[config.mk]
export PLATFORM = sky130hd
export DESIGN_NAME = divider_arbiter
export DESIGN_NICKNAME = d
export VERILOG_FILES = /design/src/rtl/divider_arbiter.sv
export SDC_FILE = /design/constraint.sdc
export NUM_CORES = 1
export LEC_CHECK = 0
export CORE_AREA = 10 10 174 176
export CTS_BUF_LIST = sky130_fd_sc_hd__clkbuf_16
export CTS_CLUSTER_SIZE = 25
export DETAILED_ROUTE_END_ITERATION = 6
export DIE_AREA = 0 0 184 186
export HOLD_SLACK_MARGIN = 0.02
export PLACE_DENSITY = 0.69
export SLEW_MARGIN = 15
export SYNTH_ARGS = -nofsm -noshare
export SYNTH_HDL_FRONTEND = slang
export SYNTH_SLANG_ARGS = --single-unit
[constraint.sdc]
create_clock -name iClk -period 6.6 [get_ports iClk]
set_clock_uncertainty 0.1 [all_clocks]
set_input_delay 1.32 -clock iClk [delete_from_list [all_inputs] [get_ports iClk]]
set_output_delay 1.32 -clock iClk [all_outputs]
set_load 0.01 [all_outputs]
[src/rtl/divider_arbiter.sv]
// Round-robin front end that shares one sequential fixed-point divider among NUM_REQ requesters.
// Divide-by-zero requests are answered locally with a saturated quotient and never reach the divider.
module divider_arbiter #(
   parameter int unsigned N       = 32,
   parameter int unsigned Q       = 15,
   parameter int unsigned NUM_REQ = 4,
   parameter int unsigned REQ_W   = 2
) (
   input  logic                 iClk,
   input  logic                 iRst_n,
   input  logic [NUM_REQ-1:0]   iReqValid,
   input  logic [NUM_REQ*N-1:0] iReqDividend,
   input  logic [NUM_REQ*N-1:0] iReqDivisor,
   output logic [NUM_REQ-1:0]   oReqAccept,
   output logic                 oRespValid,
   output logic [REQ_W-1:0]     oRespId,
   output logic [2*N:0]         oRespQuotient,
   output logic                 oRespDivZero,
   output logic                 oDivStart,
   output logic [N-1:0]         oDivDividend,
   output logic [N-1:0]         oDivDivisor,
   input  logic [2*N:0]         iDivQuotient,
   input  logic                 iDivComplete
);

   localparam int unsigned MAG_W = 2 * N;

   // The ID must address every requester and the fraction must fit the result magnitude.
   if (((1 << REQ_W) < NUM_REQ) || (Q >= MAG_W)) begin : g_param_check
      $error("divider_arbiter: inconsistent REQ_W/NUM_REQ or Q/N parameters");
   end

   typedef enum logic [1:0] {IDLE, ISSUE, BUSY, DONE} state_t;

   state_t             state;
   logic [REQ_W-1:0]   last;
   logic               seen_busy;

   logic               win_found;
   logic [REQ_W-1:0]   win_id;
   logic [NUM_REQ-1:0] win_oh;
   logic [N-1:0]       win_dvd;
   logic [N-1:0]       win_dvs;
   logic               win_zero;

   // Rotating priority: pass 0 scans requesters above last, pass 1 wraps around to last itself.
   always_comb begin
      win_found = 1'b0;
      win_id    = '0;
      win_oh    = '0;
      win_dvd   = '0;
      win_dvs   = '0;
      for (int unsigned p = 0; p < 2; p++) begin
         for (int unsigned k = 0; k < NUM_REQ; k++) begin
            if (!win_found && iReqValid[k] && ((p == 0) == (k > 32'(last)))) begin
               win_found = 1'b1;
               win_id    = REQ_W'(k);
               win_oh[k] = 1'b1;
               win_dvd   = iReqDividend[k*N +: N];
               win_dvs   = iReqDivisor[k*N +: N];
            end
         end
      end
   end

   // Sign-magnitude zero, either sign.
   assign win_zero = (win_dvs[N-2:0] == '0);

   always_ff @(posedge iClk or negedge iRst_n) begin
      if (!iRst_n) begin
         state         <= IDLE;
         last          <= REQ_W'(NUM_REQ - 1);
         seen_busy     <= 1'b0;
         oReqAccept    <= '0;
         oRespValid    <= 1'b0;
         oRespId       <= '0;
         oRespQuotient <= '0;
         oRespDivZero  <= 1'b0;
         oDivStart     <= 1'b0;
         oDivDividend  <= '0;
         oDivDivisor   <= '0;
      end else begin
         oReqAccept <= '0;
         oRespValid <= 1'b0;
         oDivStart  <= 1'b0;
         case (state)
            IDLE: begin
               // Waiting on iDivComplete drains a divider left running by an arbiter reset.
               if (win_found && iDivComplete) begin
                  oReqAccept   <= win_oh;
                  oDivDividend <= win_dvd;
                  oDivDivisor  <= win_dvs;
                  oRespId      <= win_id;
                  last         <= win_id;
                  if (win_zero) begin
                     oRespQuotient <= {win_dvd[N-1] ^ win_dvs[N-1], {MAG_W{1'b1}}};
                     oRespDivZero  <= 1'b1;
                     state         <= DONE;
                  end else begin
                     state <= ISSUE;
                  end
               end
            end
            ISSUE: begin
               oDivStart <= 1'b1;
               seen_busy <= 1'b0;
               state     <= BUSY;
            end
            BUSY: begin
               // The complete flag still high on the start edge must not end the operation.
               if (!iDivComplete) begin
                  seen_busy <= 1'b1;
               end else if (seen_busy) begin
                  oRespQuotient <= iDivQuotient;
                  oRespDivZero  <= 1'b0;
                  state         <= DONE;
               end
            end
            DONE: begin
               oRespValid <= 1'b1;
               state      <= IDLE;
            end
            default: state <= IDLE;
         endcase
      end
   end

endmodule

==> reports/qor.yml <==
nFillCells: 2523
wl_um: 37800
synthesis.nets: 1122
combPwrFrac: 0.539
critical_path_class: "input port to flip-flop"
wl_per_cell_um: 24.1
start_kind: "input port"
cts_root_buf: "clkbuf_16"
hold_path_class: "flip-flop to flip-flop"
crit_start: "iReqValid[1]"
ys_ff_latch: 143
clock_path_buffers: 2
total_power_mw: 5.57
seq_power_share: 0.277
r2r-end: "oRespQuotient[27]"
firstDrtPassIters: 7
worst_path_most_repeated_cell: "buf_4"
place_congestion: 0.900
grt_overflow_total: 0
fp.dieW_um: 184
netlist_area_um2: 7570
max_freq_mhz: 177
worstHoldStart: "oDivDivisor[5]"
final_common_cell: "clkdlybuf4s50_1"
ys.flop_type: "dfrtp_1"
dp_hpwl_um: 29400
core-area_um2: 26700
cts_resized: 0
nets: 1550
cts_made_buffers: 17
power_switching_mw: 2.20
cts_max_level: 4
whs_path_depth: 2
worstPathRequired_ns: 6.85
grt_first_pass_wirelength_um: 54500
worst-path-buf-inv: 3
max-vdd-ir-drop_mv: 0.222
ios: 466
initialDrtViolationCount: 920
grt_setup_unrepaired: "no"
grt_util_all_layers: 0.207
clk_pin_slew_worst_paths_ns: 0.06
rows: 60
grt_max_degree: 91
start_util: 0.283
reg2reg_slack_ns: 1.89
report.final.slew_viol_count: 0
cts_tree: "built"
clkLatencyLatePin_ns: 0.41
fp.dieH_um: 186
hold_end: "oDivDivisor[5]"
synth_edf_count: 0
outcome: "complete, but fails checks"
async_flop_share: 1.00
area_delta_synth_final_pct: 73.1
worstReg2RegStart: "last[1]"
endpoint_kind: "flip-flop"
routed_via_density: 5.53
hold_buffers: 0
vias: 8695
internal-power_mw: 3.36
ant_nets: 0
crit_chain: "clkdlybuf4s50_1 > nor2_2 > and4_1 > buf_4 > nor2_1 > o221a_1 > a222oi_1 > nand4_1 > nor4b_2 > nor4b_4 > a41o_2 > buf_4 > o22a_1"
setup_viol: 0
grt_pass1_vias: 8711
io_buffers: 465
layout-drive-gt1-share: 0.0642
yosysSeqAreaShare: 0.473
hold_viol: 0
clock_sinks: 143
fin_tns_setup_ns: 0
r2r_cells: 12
period_share: 0.855
critPathMaxFanout: 26
cellPowerDensity_nw_per_um2: 425
antenna_found_initial: 1
drc: 1
layout_common_cells: "464 x clkdlybuf4s50_1, 141 x dfrtp_1, 109 x nand2_1, 64 x o22a_1, 61 x nor2_1"
worst_ep_arrival_time_ns: 5.89
fp.dieArea_um2: 34200
cp_slowest_cell: "clkdlybuf4s50_1"
p_clk_frac: 0.184
worstMarginPinSlew_ns: 0.958
worst_path_largest_cell_delay_ns: 0.63
ys_warn_count: 0
max_slew_margin: 0.358
cap_violations: 0
cts_setup_buffers: 0
crit_family: "simple AND/OR/NAND/NOR gates"
synthCells: 790
p_leak_nw: 5.04
min_period_ns: 5.64
p_sw_frac: 0.396
avgSynthCellArea_um2: 9.58
ys_types: 60
violations: "design-rule violations"
-- per-layer routing --
| metal | vias up | track usage | share of wire |
|---|---|---|---|
| li1 | 3925 | - | - |
| met1 | 4117 | 0.254 | 0.39 |
| met2 | 584 | 0.337 | 0.48 |
| met3 | 69 | 0.0620 | 0.10 |
| met4 | 0 | 0.0754 | 0.028 |
| met5 | - | 0 | 0 |
-- worst max-delay path by stage --
stage                              endpoint  slack (ns)  cells after the start
final                     oRespQuotient[27]        0.96                     13
after floorplan            oRespQuotient[0]        2.40                     13
after detailed placement  oRespQuotient[14]        0.59                     13
after global routing      oRespQuotient[13]        0.66                     13
after global placement     oRespQuotient[4]        0.71                     13
after CTS                 oRespQuotient[27]        1.00                     13
-- cell families (layout without fill, tap and decap cells) --
kind of cell	count (synthesis)	count (layout)	synth area share
DFF	143	143	0.473
xor gates and xnor gates	1	1	0.00116
AOI/OAI and AO/OA	307	307	0.311
and+or+nand+nor	245	245	0.150
other	0	1	0
muxes	3	3	0.00413
adders and majority gates	4	4	0.00661
buffers and inverters	87	528	0.0549
-- metrics by stage --
stage / hold slack [ns] / cell area, um^2 / utilization / std cells / worst slack (ns)
final: 0.377 / 13100 / 0.490 / 1573 / 0.958
after global routing: 0.399 / 13100 / 0.490 / 1573 / 0.658
after CTS: 0.387 / 13100 / 0.490 / 1572 / 1.00
after detailed placement: 0.371 / 12500 / 0.467 / 1540 / 0.588
after global placement: 0.361 / 12500 / 0.467 / 1540 / 0.708
after floorplan: 0.414 / 7570 / - / 790 / 2.40
-- power by group through the flow --
| stage | logic, mW | registers [mW] | clock network, mW |
|---|---|---|---|
| global route | 3.23 | 1.59 | 1.09 |
| detailed placement | 3.00 | 1.56 | 0 |
| finish | 3.00 | 1.54 | 1.03 |
| floorplan | 1.32 | 1.71 | 0 |
| global placement | 2.95 | 1.54 | 0 |
| CTS | 3.00 | 1.54 | 1.05 |
-- final cells by class --
class	count	area [um^2]	share of cell area
multi-input cells	560	3630	0.277
inverters	10	37.5	0.00286
well taps	341	427	0.0325
clock buffers	17	425	0.0325
repair buffers	486	4810	0.367
clock inverters	15	188	0.0143
flip-flops and latches	143	3580	0.273
diodes	1	2.50	0.000191
-- worst reg2reg max path, cell delays in order, from the launching register on --
cell      delay (ns)
dfstp_2         0.53
buf_4           0.42
and4_1          0.28
buf_4           0.33
nor2_1          0.27
o221a_1         0.18
a222oi_1        0.41
nand4_1         0.19
nor4b_2         0.36
nor4b_4         0.43
a41o_2          0.57
buf_4           0.39
o22a_1          0.20
-- flip-flops by register name (all words and copies together) (netlist names) --
name	count
oReqAccept	4
oRespQuotient	65
oDivStart	1
seen_busy	1
state	2
last	2
oRespDivZero	1
oRespValid	1
oRespId	2
oDivDividend	32
oDivDivisor	32
-- synthesized netlist by cell type (all sizes together), types with 5 or more instances --
cell type | number | area (um^2)
dfrtp | 141 | 3530
nand2 | 109 | 409
nor2 | 64 | 245
o22a | 64 | 561
clkbuf | 44 | 165
a222oi | 43 | 430
a21oi | 40 | 204
a31oi | 37 | 231
o21ai | 37 | 185
buf | 33 | 213
nand3 | 27 | 135
a211oi | 14 | 105
a221oi | 12 | 105
o221ai | 12 | 105
inv | 10 | 37.5
o22ai | 9 | 56.3
nand4 | 7 | 43.8
o21a | 7 | 52.6
a211o | 6 | 52.6
and3 | 6 | 37.5
o221a | 6 | 67.6
a221o | 5 | 50.1
and2 | 5 | 33.8
(Power assumes the default switching activity.)
